### config.mk
export PLATFORM = sky130hd
export DESIGN_NAME = simulador_drone_param_flat
export DESIGN_NICKNAME = d
export VERILOG_FILES = /design/src/rtl/simulador_drone_param_if.sv /design/src/rtl/simulador_drone_param.sv /design/src/flat_wrapper.sv
export SDC_FILE = /design/constraint.sdc
export NUM_CORES = 1
export LEC_CHECK = 0
export ABC_AREA = 0
export CORE_MARGIN = 5
export CORE_UTILIZATION = 30
export CTS_BUF_LIST = sky130_fd_sc_hd__clkbuf_8
export DETAILED_ROUTE_END_ITERATION = 8
export HOLD_SLACK_MARGIN = 0.05
export PLACE_DENSITY_LB_ADDON = 0.08
export SKIP_CTS_REPAIR_TIMING = 1
export SLEW_MARGIN = 20
export SYNTH_ARGS = -nofsm -noshare
export SYNTH_HDL_FRONTEND = slang
export SYNTH_SLANG_ARGS = --single-unit
### constraint.sdc
create_clock -name clock -period 4.21 [get_ports clock]
set_input_delay 0.421 -clock clock [delete_from_list [all_inputs] [get_ports clock]]
set_output_delay 0.421 -clock clock [all_outputs]
set_load 0.01 [all_outputs]
### src/rtl/simulador_drone_param_if.sv
// Player controls, obstacle ROM column and game status of the drone simulator.
// Latency: none, pure wiring.
// Backpressure: none, level/pulse signals only.
interface simulador_drone_param_if #(
    parameter int LARGURA = 16,
    parameter int ALTURA  = 8
);
    localparam int WH = $clog2(LARGURA);
    localparam int WV = $clog2(ALTURA);

    logic              iniciar;
    logic [1:0]        controle_vertical;
    logic [1:0]        controle_horizontal;
    logic              confirma;
    logic [ALTURA-1:0] obstaculos_coluna;
    logic [WH-1:0]     posicao_horizontal;
    logic [WV-1:0]     posicao_vertical;
    logic [2:0]        vidas;
    logic [2:0]        colisoes;
    logic [1:0]        modo;
    logic [3:0]        estado;
    logic              venceu;
    logic              perdeu;
    logic              timeout_out;

    modport master (
        output iniciar, controle_vertical, controle_horizontal, confirma, obstaculos_coluna,
        input  posicao_horizontal, posicao_vertical, vidas, colisoes, modo, estado,
               venceu, perdeu, timeout_out
    );

    modport slave (
        input  iniciar, controle_vertical, controle_horizontal, confirma, obstaculos_coluna,
        output posicao_horizontal, posicao_vertical, vidas, colisoes, modo, estado,
               venceu, perdeu, timeout_out
    );
endinterface

### src/rtl/simulador_drone_param.sv
// Drone grid game: moves on control edges, checks obstacles, tracks lives, win/lose/timeout.
// Latency: request edge at n -> new position at n+2 -> outcome state at n+3.
// Backpressure: none; control activity outside ESPERA is dropped, never queued.
module simulador_drone_param #(
    parameter int LARGURA        = 16,
    parameter int ALTURA         = 8,
    parameter int VIDAS_INI      = 3,
    parameter int TIMEOUT_CICLOS = 5000
) (
    input  logic clock,
    input  logic reset,
    simulador_drone_param_if.slave bus
);
    localparam int WH = $clog2(LARGURA);
    localparam int WV = $clog2(ALTURA);
    localparam int WT = $clog2(TIMEOUT_CICLOS);
    localparam logic [WH-1:0] H_MAX = WH'(LARGURA - 1);
    localparam logic [WV-1:0] V_MAX = WV'(ALTURA - 1);
    localparam logic [WT-1:0] T_MAX = WT'(TIMEOUT_CICLOS - 1);

    typedef enum logic [3:0] {
        IDLE         = 4'd0,
        ESCOLHE_MODO = 4'd1,
        PREPARA      = 4'd2,
        ESPERA       = 4'd3,
        MOVE         = 4'd4,
        CHECA        = 4'd5,
        COLISAO      = 4'd6,
        VENCEU       = 4'd7,
        PERDEU       = 4'd8
    } estado_t;

    estado_t       st;
    logic [WH-1:0] ph, ph_ant;
    logic [WV-1:0] pv, pv_ant;
    logic [2:0]    vidas_r, colisoes_r;
    logic [1:0]    modo_r;
    logic          venceu_r, perdeu_r, timeout_r;
    logic [WT-1:0] ocioso;
    logic          h_ant, v_ant, conf_ant;
    logic [1:0]    mov_h, mov_v;

    logic       h_ativo, v_ativo, req_h, req_v, conf_sobe, temporizado, bloqueado;
    logic [1:0] modo_sel;

    always_comb begin
        h_ativo     = (bus.controle_horizontal == 2'b01) || (bus.controle_horizontal == 2'b10);
        v_ativo     = (bus.controle_vertical == 2'b01) || (bus.controle_vertical == 2'b10);
        req_h       = h_ativo & ~h_ant;
        req_v       = v_ativo & ~v_ant;
        conf_sobe   = bus.confirma & ~conf_ant;
        modo_sel    = (bus.controle_horizontal == 2'b11) ? 2'b10 : bus.controle_horizontal;
        temporizado = (modo_r == 2'b01) || (modo_r == 2'b10);
        bloqueado   = bus.obstaculos_coluna[pv];
    end

    always_ff @(posedge clock or posedge reset) begin
        if (reset) begin
            st         <= IDLE;
            ph         <= '0;
            pv         <= '0;
            ph_ant     <= '0;
            pv_ant     <= '0;
            vidas_r    <= '0;
            colisoes_r <= '0;
            modo_r     <= '0;
            venceu_r   <= 1'b0;
            perdeu_r   <= 1'b0;
            timeout_r  <= 1'b0;
            ocioso     <= '0;
            h_ant      <= 1'b0;
            v_ant      <= 1'b0;
            conf_ant   <= 1'b0;
            mov_h      <= '0;
            mov_v      <= '0;
        end else begin
            // Edge detectors run in every state so a control held through a
            // non-waiting state never fires as a fresh request later.
            h_ant    <= h_ativo;
            v_ant    <= v_ativo;
            conf_ant <= bus.confirma;
            case (st)
                IDLE: begin
                    if (bus.iniciar) begin
                        venceu_r   <= 1'b0;
                        perdeu_r   <= 1'b0;
                        timeout_r  <= 1'b0;
                        colisoes_r <= '0;
                        st         <= ESCOLHE_MODO;
                    end
                end
                ESCOLHE_MODO: begin
                    if (conf_sobe) begin
                        modo_r <= modo_sel;
                        st     <= PREPARA;
                    end
                end
                PREPARA: begin
                    ph      <= '0;
                    pv      <= '0;
                    vidas_r <= (modo_r == 2'b10) ? 3'd1 : 3'(VIDAS_INI);
                    ocioso  <= '0;
                    st      <= ESPERA;
                end
                ESPERA: begin
                    if (req_h || req_v) begin
                        mov_h <= req_h ? bus.controle_horizontal : 2'b00;
                        mov_v <= req_v ? bus.controle_vertical : 2'b00;
                        st    <= MOVE;
                    end else if (temporizado) begin
                        if (ocioso == T_MAX) begin
                            timeout_r <= 1'b1;
                            perdeu_r  <= 1'b1;
                            st        <= PERDEU;
                        end else begin
                            ocioso <= ocioso + WT'(1);
                        end
                    end
                end
                MOVE: begin
                    ph_ant <= ph;
                    pv_ant <= pv;
                    if (mov_h == 2'b01 && ph != H_MAX) ph <= ph + WH'(1);
                    else if (mov_h == 2'b10 && ph != '0) ph <= ph - WH'(1);
                    if (mov_v == 2'b01 && pv != V_MAX) pv <= pv + WV'(1);
                    else if (mov_v == 2'b10 && pv != '0) pv <= pv - WV'(1);
                    ocioso <= '0;
                    st     <= CHECA;
                end
                CHECA: begin
                    if (bloqueado) begin
                        st <= COLISAO;
                    end else if (ph == H_MAX) begin
                        venceu_r <= 1'b1;
                        st       <= VENCEU;
                    end else begin
                        st <= ESPERA;
                    end
                end
                COLISAO: begin
                    vidas_r <= (vidas_r != 3'd0) ? vidas_r - 3'd1 : 3'd0;
                    if (colisoes_r != 3'd7) colisoes_r <= colisoes_r + 3'd1;
                    ph <= ph_ant;
                    pv <= pv_ant;
                    if (vidas_r <= 3'd1) begin
                        perdeu_r <= 1'b1;
                        st       <= PERDEU;
                    end else begin
                        st <= ESPERA;
                    end
                end
                VENCEU, PERDEU: begin
                    if (bus.iniciar) begin
                        venceu_r  <= 1'b0;
                        perdeu_r  <= 1'b0;
                        timeout_r <= 1'b0;
                        st        <= ESCOLHE_MODO;
                    end
                end
                default: st <= IDLE;
            endcase
        end
    end

    assign bus.posicao_horizontal = ph;
    assign bus.posicao_vertical   = pv;
    assign bus.vidas              = vidas_r;
    assign bus.colisoes           = colisoes_r;
    assign bus.modo               = modo_r;
    assign bus.estado             = st;
    assign bus.venceu             = venceu_r;
    assign bus.perdeu             = perdeu_r;
    assign bus.timeout_out        = timeout_r;
endmodule

### src/flat_wrapper.sv
// flat-port wrapper written by rule: the top's interface ports become plain ports
module simulador_drone_param_flat 
#(
    parameter int LARGURA        = 16,
    parameter int ALTURA         = 8,
    parameter int VIDAS_INI      = 3,
    parameter int TIMEOUT_CICLOS = 5000
)
  (clock, reset, bus_iniciar, bus_controle_vertical, bus_controle_horizontal, bus_confirma, bus_obstaculos_coluna, bus_posicao_horizontal, bus_posicao_vertical, bus_vidas, bus_colisoes, bus_modo, bus_estado, bus_venceu, bus_perdeu, bus_timeout_out);
  simulador_drone_param_if #(.LARGURA(LARGURA), .ALTURA(ALTURA)) bus_i ();
  input  logic clock;
  input  logic reset;
  input wire logic [$bits(bus_i.iniciar)-1:0] bus_iniciar;
  input wire logic [$bits(bus_i.controle_vertical)-1:0] bus_controle_vertical;
  input wire logic [$bits(bus_i.controle_horizontal)-1:0] bus_controle_horizontal;
  input wire logic [$bits(bus_i.confirma)-1:0] bus_confirma;
  input wire logic [$bits(bus_i.obstaculos_coluna)-1:0] bus_obstaculos_coluna;
  output wire logic [$bits(bus_i.posicao_horizontal)-1:0] bus_posicao_horizontal;
  output wire logic [$bits(bus_i.posicao_vertical)-1:0] bus_posicao_vertical;
  output wire logic [$bits(bus_i.vidas)-1:0] bus_vidas;
  output wire logic [$bits(bus_i.colisoes)-1:0] bus_colisoes;
  output wire logic [$bits(bus_i.modo)-1:0] bus_modo;
  output wire logic [$bits(bus_i.estado)-1:0] bus_estado;
  output wire logic [$bits(bus_i.venceu)-1:0] bus_venceu;
  output wire logic [$bits(bus_i.perdeu)-1:0] bus_perdeu;
  output wire logic [$bits(bus_i.timeout_out)-1:0] bus_timeout_out;
  assign bus_i.iniciar = bus_iniciar;
  assign bus_i.controle_vertical = bus_controle_vertical;
  assign bus_i.controle_horizontal = bus_controle_horizontal;
  assign bus_i.confirma = bus_confirma;
  assign bus_i.obstaculos_coluna = bus_obstaculos_coluna;
  assign bus_posicao_horizontal = bus_i.posicao_horizontal;
  assign bus_posicao_vertical = bus_i.posicao_vertical;
  assign bus_vidas = bus_i.vidas;
  assign bus_colisoes = bus_i.colisoes;
  assign bus_modo = bus_i.modo;
  assign bus_estado = bus_i.estado;
  assign bus_venceu = bus_i.venceu;
  assign bus_perdeu = bus_i.perdeu;
  assign bus_timeout_out = bus_i.timeout_out;
  simulador_drone_param #(.LARGURA(LARGURA), .ALTURA(ALTURA), .VIDAS_INI(VIDAS_INI), .TIMEOUT_CICLOS(TIMEOUT_CICLOS)) u_core (.clock(clock), .reset(reset), .bus(bus_i));
endmodule
==> run_results.csv <==
group,metric,value,unit
hold_path,holdCritPathClass,"reg -> reg",
synthesis,yosysSeqAreaShare,43.1,%
die,rows,35,
cts,worstSkewPairLatency,0.31,ns
cells_and_area,drive_gt1_share,6.63,%
power_and_ir_drop,p_leak,1.47,nW
synthesis,synth-edff-count,0,
hold_path,holdPathStages,2,
die,core-area,9240,um2
routing,dr.first_iter.drc_count,164,
hold_path,holdCritStartpoint,"u_core.ph_ant[0]$_DFFE_PP0P_",
sta,finalCritPeriodShare,57.3,%
synthesis,syn-num-nets,323,
grt,antenna_found_initial,0,
synthesis,syn_area_per_cell,9.58,um2
synthesis,synth_commonest_cells,"dfrtp_1 (49), nand2_1 (31), nor2_1 (31), o21ai_0 (22), inv_1 (15)",
setup_path,cp_common_cell,"nor2_1",
routing,wire_per_inst,14.5,um
cts,ctsHtreeMaxLevel,2,
sta,rsz0062_at_grt,"false",
grt,grt_max_degree,37,
setup_path,reg2reg_slack,1.80,ns
sta,finalMaxSlewViolations,0,
sta,finalSetupTns,0,ns
routing,ant_nets,0,
synthesis,synth_top_area_share,43.1,%
grt,first_global_vias,2177,
cts,cts-buffers-inserted,5,
synthesis,ys_top_cells_by_area,"dfrtp_1 (43%), nand2_1 (4.1%), nor2_1 (4.1%)",
place,gp_congestion,0.718,
run_status,status,"complete, no violations",
synthesis,syn_inst,297,
sta,hold_viol_final,0,
setup_path,crit_type,"reg -> reg",
setup_path,startpoint_type,"register",
sta,tightest_slew,0.797,ns
setup_path,required,4.41,ns
die,start_util,30.8,%
die,dieWidth,107,um
synthesis,netlist_area,2850,um2
cts,cts_root_buffer,"clkbuf_8",
sta,period_needed,2.41,ns
cts,clockBufferDepth,2,
setup_path,worst_path_largest_cell_delay,0.77,ns
cells_and_area,antenna_cells,0,
setup_path,rr_worst_depth,5,
setup_path,worstPathArrival,2.61,ns
place,hpwl,4910,um
setup_path,endpoint_kind,"register",
setup_path,crit_fanout,19,
power_and_ir_drop,powerDensity,532,nW/um2
die,num_io_pins,38,
die,die_h,107,um
synthesis,synth_most_common_cell,"dfrtp_1",
sta,setup_violations,0,
setup_path,crit_chain,"nor2_1 -> nand3b_1 -> a21oi_1 -> nor2_1 -> mux2_2",
synthesis,synth-seq-cells,49,
setup_path,reg2reg_to,"u_core.bus.posicao_horizontal[3]$_DFFE_PP0P_",
power_and_ir_drop,ir_drop,0.268,mV
synthesis,yosysUniqueCellTypes,60,
place,postPlaceCellArea,3340,um2
sta,relSlewSlack,46.6,%
grt,overflow,0,
cts,clk_pin_slew,0.09,ns
routing,drt-total-wl,6700,um
routing,via_per_inst,4.92,
setup_path,cpMaxStageDelayCell,"dfrtp_1",
synthesis,ys_warn_count,0,
synthesis,yosys.area.top_type,"dfrtp_1",
setup_path,crit_start,"u_core.bus.estado[0]$_DFFE_PP0P_",
grt,grt_pass1_wl,11400,um
cts,cts_tree,"yes",
synthesis,synthFlopType,"dfrtp_1",
routing,drtPass1Iterations,4,
cells_and_area,syn_to_final_growth,20.1,%
grt,grtUsageTotal,12.4,%
routing,drc_errors,0,
place,port_buffers,37,
cells_and_area,fin_nets,359,
setup_path,r2r_start,"u_core.bus.estado[0]$_DFFE_PP0P_",
hold_path,holdPathEnd,"u_core.ph_ant[0]$_DFFE_PP0P_",
cts,cts.sinks,49,
synthesis,async_flop_share,100,%
run,drv_cap,0,
routing,vias,2270,
die,die_area,11500,um2
sta,timing.fmax,414,MHz
sta,fin_skew,0.0127,ns
cells_and_area,design_area,3420,um2
cells in the final DEF, fill, tap and decap left out, drive strengths merged, types with 2 or more instances in the layout:
| master | n |
|---|---|
| mux2 | 4 |
| a21oi | 14 |
| a21boi | 2 |
| nand3b | 2 |
| or3 | 2 |
| dfrtp | 49 |
| and2 | 3 |
| mux4 | 2 |
| a32o | 2 |
| clkdlybuf4s50 | 37 |
| nand3 | 4 |
| nor4b | 2 |
| inv | 15 |
| a22oi | 3 |
| nor2 | 31 |
| nor2b | 6 |
| nor4 | 3 |
| nand2b | 5 |
| ha | 8 |
| mux2i | 5 |
| fa | 2 |
| buf | 2 |
| nor3 | 3 |
| nand2 | 31 |
| a21o | 5 |
| o21ai | 24 |
| xnor2 | 2 |
| a31oi | 5 |
| o211ai | 2 |
| a22o | 4 |
| and3 | 8 |
| o31ai | 5 |
| or2 | 2 |
| nand4 | 5 |
| clkbuf | 5 |
| xor2 | 10 |
| o22ai | 2 |
critical path: cells and delay by family, from the launching register on:
kind | cells | cell delay (ns)
AOI/OAI and AO/OA | 1 | 0.08
DFF | 1 | 0.77
muxes | 1 | 0.38
and+or+nand+nor | 3 | 1.07
final cells by class:
type / count / area [um2]
Inverter: 15 / 56.3
Timing Repair Buffer: 39 / 385
Clock buffer: 5 / 68.8
Tap cell: 129 / 161
Fill cell: 964 / 5820
Clock inverter: 1 / 5.00
Sequential cell: 49 / 1230
Multi-Input combinational cell: 223 / 1520
registers in the layout, summed over array words and instances (netlist names):
register                       cells
u_core.bus.colisoes                3
u_core.bus.estado                  4
u_core.bus.modo                    2
u_core.bus.perdeu                  1
u_core.bus.posicao_horizontal      4
u_core.bus.posicao_vertical        3
u_core.bus.timeout_out             1
u_core.bus.venceu                  1
u_core.bus.vidas                   3
u_core.conf_ant                    1
u_core.h_ant                       1
u_core.mov_h                       2
u_core.mov_v                       2
u_core.ocioso                     13
u_core.ph_ant                      4
u_core.pv_ant                      3
u_core.v_ant                       1
routing by layer:
metal	global-route usage (%)	vias to the layer above	share of wire [%]
met5	0	-	0
met4	3.52	0	1.3
met3	2.58	9	3.8
met2	18.5	34	44
met1	18.0	1086	51
li1	-	1141	-
cell families after synthesis:
kind of cell | after synthesis | share of synthesized area [%]
compound gates | 78 | 18.4
xor+xnor | 12 | 3.69
fa+ha+maj | 10 | 4.92
buf+inv | 25 | 3.69
flops | 49 | 43.1
mux | 11 | 4.92
simple gates | 112 | 21.3
metrics by stage:
| step | setup WS (ns) | std cells | utilization, % | hold slack (ns) | total power, mW |
|---|---|---|---|---|---|
| finish | 1.80 | 461 | 37.0 | 0.488 | 1.82 |
| global route | 1.56 | 461 | 37.0 | 0.513 | 1.99 |
| CTS | 1.78 | 461 | 37.0 | 0.490 | 1.85 |
| detailed placement | 1.58 | 455 | 36.2 | 0.467 | 1.57 |
| global placement | 1.64 | 455 | 36.2 | 0.459 | 1.57 |
| floorplan | 2.22 | 297 | - | 0.446 | 1.28 |
where the power goes:
group	internal, mW	total (mW)	switching, mW
clock	0.110	0.268	0.158
sequential	0.580	0.771	0.191
combinational	0.387	0.778	0.391
worst max path at each step:
stage | endpoint | slack, ns | cells after the start
4_1_cts | u_core.bus.posicao_horizontal[2]$_DFFE_PP0P_ | 1.78 | 5
3_5_place_dp | u_core.bus.perdeu$_DFFE_PP0P_ | 1.58 | 8
6_report | u_core.bus.posicao_horizontal[3]$_DFFE_PP0P_ | 1.80 | 5
3_3_place_gp | u_core.bus.estado[3]$_DFFE_PP0P_ | 1.64 | 8
5_1_grt | u_core.bus.posicao_horizontal[3]$_DFFE_PP0P_ | 1.56 | 5
2_1_floorplan | u_core.bus.posicao_horizontal[3]$_DFFE_PP0P_ | 2.22 | 8
Power figures use the tool's default switching activity.
